===== config.mk =====
export PLATFORM = sky130hd
export DESIGN_NAME = y_motion_ctrl
export DESIGN_NICKNAME = d
export VERILOG_FILES = /design/src/rtl/y_motion_pkg.sv /design/src/rtl/key_cmd_queue.sv /design/src/rtl/y_motion_ctrl.sv
export SDC_FILE = /design/constraint.sdc
export NUM_CORES = 1
export LEC_CHECK = 0
export CELL_PAD_IN_SITES_DETAIL_PLACEMENT = 1
export CELL_PAD_IN_SITES_GLOBAL_PLACEMENT = 2
export CORE_MARGIN = 2
export CORE_UTILIZATION = 37
export CTS_CLUSTER_DIAMETER = 120
export DETAILED_ROUTE_END_ITERATION = 12
export PLACE_DENSITY = 0.78
export SYNTH_ARGS = -nofsm -noshare
export SYNTH_HDL_FRONTEND = slang
export SYNTH_SLANG_ARGS = --single-unit
export TNS_END_PERCENT = 10

===== constraint.sdc =====
create_clock -name clk -period 6 [get_ports clk]
set_clock_uncertainty 0.05 [all_clocks]
set_input_delay 1.2 -clock clk [delete_from_list [all_inputs] [get_ports clk]]
set_output_delay 1.2 -clock clk [all_outputs]
set_load 0.03 [all_outputs]

===== src/rtl/y_motion_pkg.sv =====
// Shared move encodings, FSM states and parameter helpers for the y motion controller.
package y_motion_pkg;

    typedef enum logic [1:0] {
        MV_NONE  = 2'b00,
        MV_BIG   = 2'b01,
        MV_SMALL = 2'b10,
        MV_DROP  = 2'b11
    } move_t;

    typedef enum logic [2:0] {
        IDLE,
        BIG_UP,
        BIG_SETTLE,
        SMALL_UP,
        SMALL_DOWN,
        DROP
    } state_t;

    function automatic int sum_range(input int lo, input int hi);
        int s;
        s = 0;
        for (int v = lo; v <= hi; v++) begin
            s += v;
        end
        return s;
    endfunction

endpackage


===== src/rtl/key_cmd_queue.sv =====
// Button synchroniser, falling-edge detector with fixed priority, and a one-entry pending slot.
module key_cmd_queue
    import y_motion_pkg::*;
(
    input  logic       clk,
    input  logic       resetn,
    input  logic [2:0] key_n_i,
    input  logic       take_i,
    output logic       cmd_valid_o,
    output move_t      cmd_o
);

    logic [2:0] sync1_q, sync2_q, prev_q;
    logic [1:0] settle_q;
    logic       slot_full_q, slot_full_d;
    move_t      slot_q, slot_d;
    logic [2:0] fall;
    logic       edge_valid;
    move_t      edge_cmd;

    always_ff @(posedge clk or negedge resetn) begin
        if (!resetn) begin
            sync1_q     <= 3'b111;
            sync2_q     <= 3'b111;
            prev_q      <= 3'b111;
            settle_q    <= 2'd0;
            slot_full_q <= 1'b0;
            slot_q      <= MV_NONE;
        end else begin
            sync1_q     <= key_n_i;
            sync2_q     <= sync1_q;
            prev_q      <= sync2_q;
            if (settle_q != 2'd3) begin
                settle_q <= settle_q + 2'd1;
            end
            slot_full_q <= slot_full_d;
            slot_q      <= slot_d;
        end
    end

    always_comb begin
        // Edges are ignored until the chain has flushed, so a key held through reset is not seen.
        fall       = (settle_q == 2'd3) ? (prev_q & ~sync2_q) : 3'b000;
        edge_valid = |fall;
        if (fall[0]) begin
            edge_cmd = MV_BIG;
        end else if (fall[1]) begin
            edge_cmd = MV_SMALL;
        end else if (fall[2]) begin
            edge_cmd = MV_DROP;
        end else begin
            edge_cmd = MV_NONE;
        end

        cmd_valid_o = slot_full_q | edge_valid;
        cmd_o       = slot_full_q ? slot_q : edge_cmd;

        slot_full_d = slot_full_q;
        slot_d      = slot_q;
        if (take_i) begin
            slot_full_d = 1'b0;
            slot_d      = MV_NONE;
        end else if (edge_valid && !slot_full_q) begin
            slot_full_d = 1'b1;
            slot_d      = edge_cmd;
        end
    end

endmodule


===== src/rtl/y_motion_ctrl.sv =====
// Vertical motion controller: big jump, small jump and drop trajectories stepped on frame ticks.
module y_motion_ctrl
    import y_motion_pkg::*;
#(
    parameter int Y_W       = 7,
    parameter int Y_RESET   = 108,
    parameter int Y_MIN     = 0,
    parameter int Y_MAX     = 119,
    parameter int BJ_V0     = 9,
    parameter int BJ_VEND   = 3,
    parameter int BJ_SETTLE = 2,
    parameter int SJ_V0     = 7,
    parameter int DROP_VMAX = 9,
    parameter int DROP_SKIP = 5
) (
    input  logic           clk,
    input  logic           resetn,
    input  logic           tick,
    input  logic [2:0]     key_n,
    output logic [Y_W-1:0] y,
    output logic [1:0]     move,
    output logic           busy,
    output logic           move_done,
    output logic           reject,
    output logic           clamped
);

    localparam int PEAK_RISE  = sum_range(BJ_VEND, BJ_V0);
    localparam int DROP_TOTAL = sum_range(1, DROP_VMAX)
                              - (((DROP_SKIP >= 1) && (DROP_SKIP <= DROP_VMAX)) ? DROP_SKIP : 0);

    localparam logic [Y_W-1:0] STEP_ONE    = Y_W'(1);
    localparam logic [Y_W-1:0] STEP_TWO    = Y_W'(2);
    localparam logic [Y_W-1:0] BJ_V0_W     = Y_W'(BJ_V0);
    localparam logic [Y_W-1:0] BJ_VEND_W   = Y_W'(BJ_VEND);
    localparam logic [Y_W-1:0] SJ_V0_W     = Y_W'(SJ_V0);
    localparam logic [Y_W-1:0] DROP_VMAX_W = Y_W'(DROP_VMAX);
    localparam logic [Y_W-1:0] DROP_SKIP_W = Y_W'(DROP_SKIP);
    localparam logic [Y_W-1:0] DROP_FIRST  = (DROP_SKIP == 1) ? STEP_TWO : STEP_ONE;
    localparam logic [Y_W-1:0] Y_MIN_W     = Y_W'(Y_MIN);
    localparam logic [Y_W-1:0] Y_MAX_W     = Y_W'(Y_MAX);
    localparam logic signed [Y_W:0] Y_MIN_S     = (Y_W+1)'(Y_MIN);
    localparam logic signed [Y_W:0] Y_MAX_S     = (Y_W+1)'(Y_MAX);
    localparam logic signed [Y_W:0] BJ_SETTLE_S = (Y_W+1)'(BJ_SETTLE);

    state_t         state_q, state_d;
    logic [Y_W-1:0] y_q, y_d;
    logic [Y_W-1:0] step_q, step_d;
    logic           done_q, done_d;
    logic           reject_q, reject_d;
    logic           clamped_q, clamped_d;
    logic           take, cmd_valid, last_step;
    move_t          cmd, move_w;
    logic signed [Y_W:0] delta, y_sum;

    key_cmd_queue u_key_cmd_queue (
        .clk         (clk),
        .resetn      (resetn),
        .key_n_i     (key_n),
        .take_i      (take),
        .cmd_valid_o (cmd_valid),
        .cmd_o       (cmd)
    );

    always_ff @(posedge clk or negedge resetn) begin
        if (!resetn) begin
            state_q   <= IDLE;
            y_q       <= Y_W'(Y_RESET);
            step_q    <= '0;
            done_q    <= 1'b0;
            reject_q  <= 1'b0;
            clamped_q <= 1'b0;
        end else begin
            state_q   <= state_d;
            y_q       <= y_d;
            step_q    <= step_d;
            done_q    <= done_d;
            reject_q  <= reject_d;
            clamped_q <= clamped_d;
        end
    end

    always_comb begin
        state_d   = state_q;
        y_d       = y_q;
        step_d    = step_q;
        done_d    = 1'b0;
        reject_d  = 1'b0;
        clamped_d = 1'b0;
        take      = 1'b0;
        last_step = 1'b0;
        delta     = '0;

        if (tick) begin
            unique case (state_q)
                BIG_UP: begin
                    delta = -$signed({1'b0, step_q});
                    if (step_q == BJ_VEND_W) state_d = BIG_SETTLE;
                    else                     step_d  = step_q - STEP_ONE;
                end
                BIG_SETTLE: begin
                    delta     = BJ_SETTLE_S;
                    last_step = 1'b1;
                end
                SMALL_UP: begin
                    delta = -$signed({1'b0, step_q});
                    if (step_q == '0) begin
                        state_d = SMALL_DOWN;
                        step_d  = STEP_ONE;
                    end else begin
                        step_d = step_q - STEP_ONE;
                    end
                end
                SMALL_DOWN: begin
                    delta = $signed({1'b0, step_q});
                    if (step_q == SJ_V0_W) last_step = 1'b1;
                    else                   step_d    = step_q + STEP_ONE;
                end
                DROP: begin
                    delta = $signed({1'b0, step_q});
                    if (step_q == DROP_VMAX_W)                 last_step = 1'b1;
                    else if (step_q + STEP_ONE == DROP_SKIP_W) step_d    = step_q + STEP_TWO;
                    else                                       step_d    = step_q + STEP_ONE;
                end
                default: ;
            endcase
        end

        y_sum = $signed({1'b0, y_q}) + delta;
        if (tick && (state_q != IDLE)) begin
            if (y_sum < Y_MIN_S) begin
                y_d       = Y_MIN_W;
                clamped_d = 1'b1;
            end else if (y_sum > Y_MAX_S) begin
                y_d       = Y_MAX_W;
                clamped_d = 1'b1;
            end else begin
                y_d = y_sum[Y_W-1:0];
            end
        end

        if (last_step) begin
            done_d  = 1'b1;
            state_d = IDLE;
            step_d  = '0;
        end

        // A pending command starts against the y produced by the final step.
        if (((state_q == IDLE) || last_step) && cmd_valid) begin
            take = 1'b1;
            unique case (cmd)
                MV_BIG: begin
                    if (int'(y_d) - PEAK_RISE < Y_MIN) begin
                        reject_d = 1'b1;
                    end else begin
                        state_d = BIG_UP;
                        step_d  = BJ_V0_W;
                    end
                end
                MV_SMALL: begin
                    state_d = SMALL_UP;
                    step_d  = SJ_V0_W;
                end
                MV_DROP: begin
                    if (int'(y_d) + DROP_TOTAL > Y_MAX) begin
                        reject_d = 1'b1;
                    end else begin
                        state_d = DROP;
                        step_d  = DROP_FIRST;
                    end
                end
                default: ;
            endcase
        end
    end

    always_comb begin
        unique case (state_q)
            BIG_UP, BIG_SETTLE:   move_w = MV_BIG;
            SMALL_UP, SMALL_DOWN: move_w = MV_SMALL;
            DROP:                 move_w = MV_DROP;
            default:              move_w = MV_NONE;
        endcase
    end

    assign y         = y_q;
    assign move      = move_w;
    assign busy      = (state_q != IDLE);
    assign move_done = done_q;
    assign reject    = reject_q;
    assign clamped   = clamped_q;

endmodule


Word level (Yosys, flattened, before mapping)
Cells that the tools add are included.
{"block": "classes", "n_addsub": 8, "n_mul": 0, "div_mod_pow": 0, "order_cmp": 4, "n_eq_ne": 14, "shift": 0, "muxes": 49, "bitwise_logic": 3, "n_reduce_logical": 14}
{"operator": "7-bit 2-to-1 mux", "count": 13}
{"operator": "7-bit one-hot mux with 4 select lines", "count": 1}
{"operator": "3-bit 2-to-1 mux", "count": 8}
{"operator": "8-bit one-hot mux with 3 select lines", "count": 1}
{"operator": "7-bit one-hot mux with 3 select lines", "count": 1}
{"operator": "8-bit by 1-bit less-than comparator with 1-bit output, second input constant", "count": 2}
{"operator": "7-bit by 3-bit equality test with 1-bit output, second input constant", "count": 2}
{"operator": "1-bit 2-to-1 mux", "count": 13}
{"operator": "2-bit 2-to-1 mux", "count": 6}
{"operator": "3-bit one-hot mux with 3 select lines", "count": 1}
{"operator": "7-bit by 6-bit adder with 8-bit output, second input constant", "count": 1}
{"operator": "8-bit adder", "count": 1}
{"operator": "8-bit by 7-bit > comparator with 1-bit output, second input constant", "count": 1}
{"operator": "8-bit > comparator, second input constant", "count": 1}
{"operator": "8-bit 2-to-1 mux", "count": 1}
{"operator": "7-bit negation with 8-bit output", "count": 1}
{"operator": "2-bit OR reduction", "count": 4}
{"operator": "7-bit by 6-bit subtractor with 8-bit output, second input constant", "count": 1}
{"operator": "7-bit by 1-bit adder with 7-bit output, second input constant", "count": 1}
{"operator": "7-bit by 2-bit adder with 7-bit output, second input constant", "count": 1}
{"operator": "7-bit by 2-bit equality test with 1-bit output, second input constant", "count": 1}
{"operator": "7-bit by 4-bit equality test with 1-bit output, second input constant", "count": 1}
{"operator": "7-bit logical NOT", "count": 1}
{"operator": "7-bit by 1-bit subtractor with 7-bit output, second input constant", "count": 1}
{"operator": "other kinds (21)", "count": 27}
{"block": "word_totals", "regBits": 34, "latch_bits": 0, "mem_bits_rw": 0, "romBits": 0, "in_bits": 6, "out_inout_bits": 13, "elab_cells": 104, "mem_count": 0}

Depth between registers and ports, before layout
{"block": "depth", "word_depth": 14, "mapped_depth": 21}

Modules after synthesis
Synthesis repeated with hierarchy kept, for this count alone.
{"block": "unflattened", "cells_unflattened": 336, "hier_area_um2": 2806.4}
{"module": "y_motion_ctrl", "n_inst": 1, "cells_per_inst": 297, "area_each_um2": 2238.4}
{"module": "key_cmd_queue", "n_inst": 1, "cells_per_inst": 39, "area_each_um2": 568.0}

Worst setup path after synthesis
OpenSTA, ideal clock, no wires.
{"block": "synth_path", "path_type": "input port to flip-flop", "from": "input port tick", "to": "register step_q[2]", "setup_ps": 137, "arrival_ps": 4638, "required_time_ps": 5813, "slack_ps": 1176, "cell_stages": 17, "cell_sequence": "clkbuf_8 > o21ai_1 > nor2_1 > ha_1 > fa_1 > a21o_1 > a211o_2 > nand4_1 > nor3_2 > o31ai_1 > ha_1 > nand2_1 > a211oi_1 > o31ai_1 > a21o_4 > a2111oi_4 > o41ai_1"}
{"block": "synth_between", "elab_chain_cells": 11}
{"item": "start, declared", "line": "y_motion_ctrl.sv:18", "rtl": "input logic tick,"}
{"item": "8-bit 2-to-1 mux", "line": "y_motion_ctrl.sv:94", "rtl": "if (tick) begin"}
{"item": "8-bit adder", "line": "y_motion_ctrl.sv:129", "rtl": "y_sum = $signed({1'b0, y_q}) + delta;"}
{"item": "8-bit > comparator", "line": "y_motion_ctrl.sv:134", "rtl": "end else if (y_sum > Y_MAX_S) begin"}
{"item": "7-bit 2-to-1 mux", "line": "y_motion_ctrl.sv:134"}
{"item": "7-bit 2-to-1 mux", "line": "y_motion_ctrl.sv:131", "rtl": "if (y_sum < Y_MIN_S) begin"}
{"item": "7-bit 2-to-1 mux (*)", "line": "y_motion_ctrl.sv:130", "rtl": "if (tick && (state_q != IDLE)) begin"}
{"item": "net y_d[3]", "line": "y_motion_ctrl.sv:47", "rtl": "logic [Y_W-1:0] y_q, y_d;"}
{"item": "7-bit by 6-bit adder with 8-bit output or 7-bit by 6-bit subtractor with 8-bit output (tied branches)", "line": "y_motion_ctrl.sv:165, y_motion_ctrl.sv:153"}
{"item": "8-bit by 7-bit > comparator with 1-bit output or 8-bit by 1-bit less-than comparator with 1-bit output (tied branches)", "line": "y_motion_ctrl.sv:165, y_motion_ctrl.sv:153"}
{"item": "7-bit 2-to-1 mux (on tied branches)", "line": "y_motion_ctrl.sv:165, y_motion_ctrl.sv:153"}
{"item": "7-bit one-hot mux with 3 select lines (*)", "line": "y_motion_ctrl.sv:151", "rtl": "unique case (cmd)"}
{"item": "7-bit 2-to-1 mux (*)", "line": "y_motion_ctrl.sv:149", "rtl": "if (((state_q == IDLE) || last_step) && cmd_valid) begin"}
{"item": "net step_d[2]", "line": "y_motion_ctrl.sv:48", "rtl": "logic [Y_W-1:0] step_q, step_d;"}
{"item": "end signal, assigned", "line": "y_motion_ctrl.sv:76", "rtl": "step_q <= step_d;"}
{"item": "end, declared", "line": "y_motion_ctrl.sv:48"}
Mark *: on every way through the listed nets, which the timed path passes. The rest lies on a longest branch.
A chain may end at the register's enable or synchronous reset.

Worst setup path after layout
Same ends and word-level chain as after synthesis.

==> flow_metrics.env <==
export IMPL_dieArea_um2=8470
export IMPL_rr_worst_depth=21
export IMPL_cts_resized=0
export IMPL_min_period_ns=5.50
export IMPL_clk_latency_ns=0.28
export IMPL_cts_buffer_depth=2
export IMPL_post_place_ws_ns=0.240
export IMPL_portBuffers=18
export IMPL_drive_above_1_share_pct=13.3
export IMPL_grt_overflow_total=0
export IMPL_gp_congestion=0.864
export IMPL_ant_nets=0
export IMPL_start_util_pct=37.7
export IMPL_required_ns=6.09
export IMPL_fmax_ghz=0.182
export IMPL_holdBufCountCts=0
export IMPL_max_stage_delay_ns=0.55
export IMPL_rows=32
export IMPL_dp_cells=448
export IMPL_die_y_um=92.1
export IMPL_htreeDepth=2
export IMPL_grt_max_degree=35
export IMPL_hold_violations=0
export IMPL_syn_cell_area_um2=2870
export IMPL_drt_wl_total_um=7990
export IMPL_ys_async_sr_fraction_pct=100
export IMPL_grt_pass1_wl_um=13700
export IMPL_fin_cells=456
export IMPL_cp_endpoint="step_q[2]"
export IMPL_finalPower_w=0.00171
export IMPL_reg2reg_slack_ns=0.72
export IMPL_power_density_nw_per_um2=533
export IMPL_clock_sinks=34
export IMPL_post_route_period_util_pct=91.6
export IMPL_rsz0062_at_grt="false"
export IMPL_max_slew_margin_pct=28.7
export IMPL_cts_root_buf="clkbuf_8"
export IMPL_grt_pass1_vias=2693
export IMPL_crit_type="in -> reg"
export IMPL_post_drt_wl_per_cell_um=17.5
export IMPL_hold_start="u_key_cmd_queue.sync1_q[2]"
export IMPL_ir_drop_uv=200
export IMPL_cts_buffers_inserted=5
export IMPL_r2r_start="step_q[0]"
export IMPL_vias=2620
export IMPL_drtIter0Drc=173
export IMPL_syn2layout_area_growth_pct=12.0
export IMPL_maxSlewViolCount=0
export IMPL_ys_seq_elements=34
export IMPL_worstPathMaxFanout=8
export IMPL_hp_class="reg -> reg"
export IMPL_fin_ws_ns=0.501
export IMPL_ios=19
export IMPL_postCtsSetupBuffers=0
export IMPL_maxCapViolCount=0
export IMPL_synth_main_ff_cell="dfrtp_1"
export IMPL_leakage_nw=1.31
export IMPL_syn_nets=360
export IMPL_fin_tns_setup_ns=0
export IMPL_nNetsFinal=376
export IMPL_crit_start="tick"
export IMPL_crit_path_cell_trace="clkdlybuf4s50_1 > o21ai_1 > nor2_1 > ha_1 > fa_1 > a21o_1 > a211o_2 > nand4_1 > nor3_2 > o31ai_1 > ha_1 > nand2_1 > a211oi_1 > o31ai_1 > a21o_4 > a2111oi_4 > o41ai_1"
export IMPL_drc=0
export IMPL_grt_antenna_before_repair=0
export IMPL_dp_hpwl_um=6170
export IMPL_setup_violations=0
export IMPL_viasPerCell=5.75
export IMPL_path_clk_slew_ns=0.06
export IMPL_end_kind="register"
export IMPL_r2r_end="step_q[2]"
export IMPL_yosysSeqAreaShare_pct=30.2
export IMPL_track_usage_pct=19.9
export IMPL_status="completed"
export IMPL_worstPathArrival_ns=5.59
export IMPL_ys_warn_count=0
export IMPL_core_area_um2=7610
export IMPL_synth_area_per_cell_um2=8.51
export IMPL_worst_pin_slew_ns=1.06
export IMPL_insertedDiodeCount=0
export IMPL_cts_tree="built"
export IMPL_drtPass1Iterations=4
export IMPL_die_w_um=92.1
export IMPL_worst_path_max_delay_cell="a2111oi_4"
export IMPL_cp_start_kind="input port"
export IMPL_synth_edf_count=0
export IMPL_synthDistinctLibCells=73
export IMPL_synthCells=337
-- layout make-up --
| cell class | instances | area, um2 |
|---|---|---|
| clock buffer | 6 | 82.6 |
| clock inverter | 2 | 12.5 |
| fill | 898 | 4390 |
| inverter | 18 | 67.6 |
| multi-input combinational | 270 | 1830 |
| sequential | 34 | 867 |
| tap | 102 | 128 |
| timing repair buffer | 24 | 225 |
-- placed cells by master, fill, tap and decap left out, drive strengths merged, types with 4 or more instances in the layout --
cell	instances
nor2	41
xnor2	5
nor3	10
a21o	6
nand4	4
buf	6
a211oi	6
dfstp	13
nand2	39
nand2b	5
o21ai	23
nor2b	7
dfrtp	21
o31a	5
nor4	4
o31ai	10
clkbuf	6
ha	16
inv	17
clkdlybuf4s50	18
a31oi	5
a21oi	20
nand3	7
-- where the power goes --
group	total, W	switching (W)	internal (W)
clock	0.000172	0.0000801	0.0000922
sequential	0.000408	0.000106	0.000302
combinational	0.00113	0.000712	0.000420
-- synth_stat cells, types with 3 or more instances --
cell type / number / area, um2
nor2_1: 40 / 150
nand2_1: 39 / 146
dfrtp_1: 21 / 526
a21oi_1: 19 / 95.1
o21ai_0: 19 / 95.1
inv_1: 17 / 63.8
ha_1: 16 / 200
dfstp_2: 13 / 342
nor3_1: 9 / 45.0
clkbuf_1: 8 / 30.0
o31ai_1: 8 / 60.1
nand3_1: 7 / 35.0
nor2b_1: 7 / 43.8
a211oi_1: 5 / 37.5
a21o_1: 5 / 37.5
nand2b_1: 5 / 31.3
a31oi_1: 4 / 25.0
nand4_1: 4 / 25.0
o21ai_1: 4 / 20.0
xnor2_1: 4 / 35.0
a22oi_1: 3 / 22.5
clkbuf_8: 3 / 41.3
nor4_1: 3 / 18.8
o211ai_1: 3 / 22.5
o221ai_1: 3 / 26.3
o22ai_1: 3 / 18.8
o31a_1: 3 / 26.3
or3_1: 3 / 18.8
xor2_1: 3 / 26.3
-- flip-flops by register name, indices dropped and copies added, names as in the netlist --
register and cells:
move_done 1, u_key_cmd_queue.settle_q 2, y 7, u_key_cmd_queue.slot_q 2, reject 1, state_q 3, clamped 1, u_key_cmd_queue.sync2_q 3
u_key_cmd_queue.slot_full_q 1, step_q 7, u_key_cmd_queue.prev_q 3, u_key_cmd_queue.sync1_q 3
-- metrics by stage --
step                area [um2]  hold slack, ns  util, %
finish                    3210           0.307     42.2
floorplan                 2870           0.295        -
detailed placement        3120           0.298     41.0
global placement          3120           0.296     41.0
global route              3210           0.309     42.2
CTS                       3210           0.308     42.2
-- logic make-up after synthesis --
kind of cell	after synthesis	share of synthesized area (%)
AND/OR/NAND/NOR	133	22.6
AO/OA/AOI/OAI	109	29.3
buffers and inverters	33	5.97
adder cells (fa/ha/maj)	17	7.68
flip-flops	34	30.2
XOR/XNOR	8	3.10
multiplexers	3	1.09
-- how the worst min path moves through the flow --
stage / to / slack, ns / cells after the start
2_1_floorplan: u_key_cmd_queue.sync2_q[0] / 0.30 / 0
3_3_place_gp: u_key_cmd_queue.sync2_q[0] / 0.30 / 0
3_5_place_dp: u_key_cmd_queue.sync2_q[2] / 0.30 / 0
4_1_cts: u_key_cmd_queue.sync2_q[2] / 0.31 / 0
5_1_grt: u_key_cmd_queue.sync2_q[2] / 0.31 / 0
6_report: u_key_cmd_queue.sync2_q[2] / 0.31 / 0
-- metal layers --
| metal | GRT usage, % | vias to the layer above | share of wire (%) |
|---|---|---|---|
| li1 | - | 1271 | - |
| met1 | 28.4 | 1306 | 50 |
| met2 | 32.8 | 41 | 47 |
| met3 | 2.30 | 2 | 3.1 |
| met4 | 3.73 | 0 | 0.35 |
| met5 | 0 | - | 0 |
-- worst max-delay path: cells and delay by family --
kind / cells / cell delay [ns]
compound gates: 9 / 2.59
simple gates: 4 / 0.38
fa+ha+maj: 3 / 0.97
buf+inv: 1 / 0.44
No activity file was read; power rests on OpenSTA's default activity.
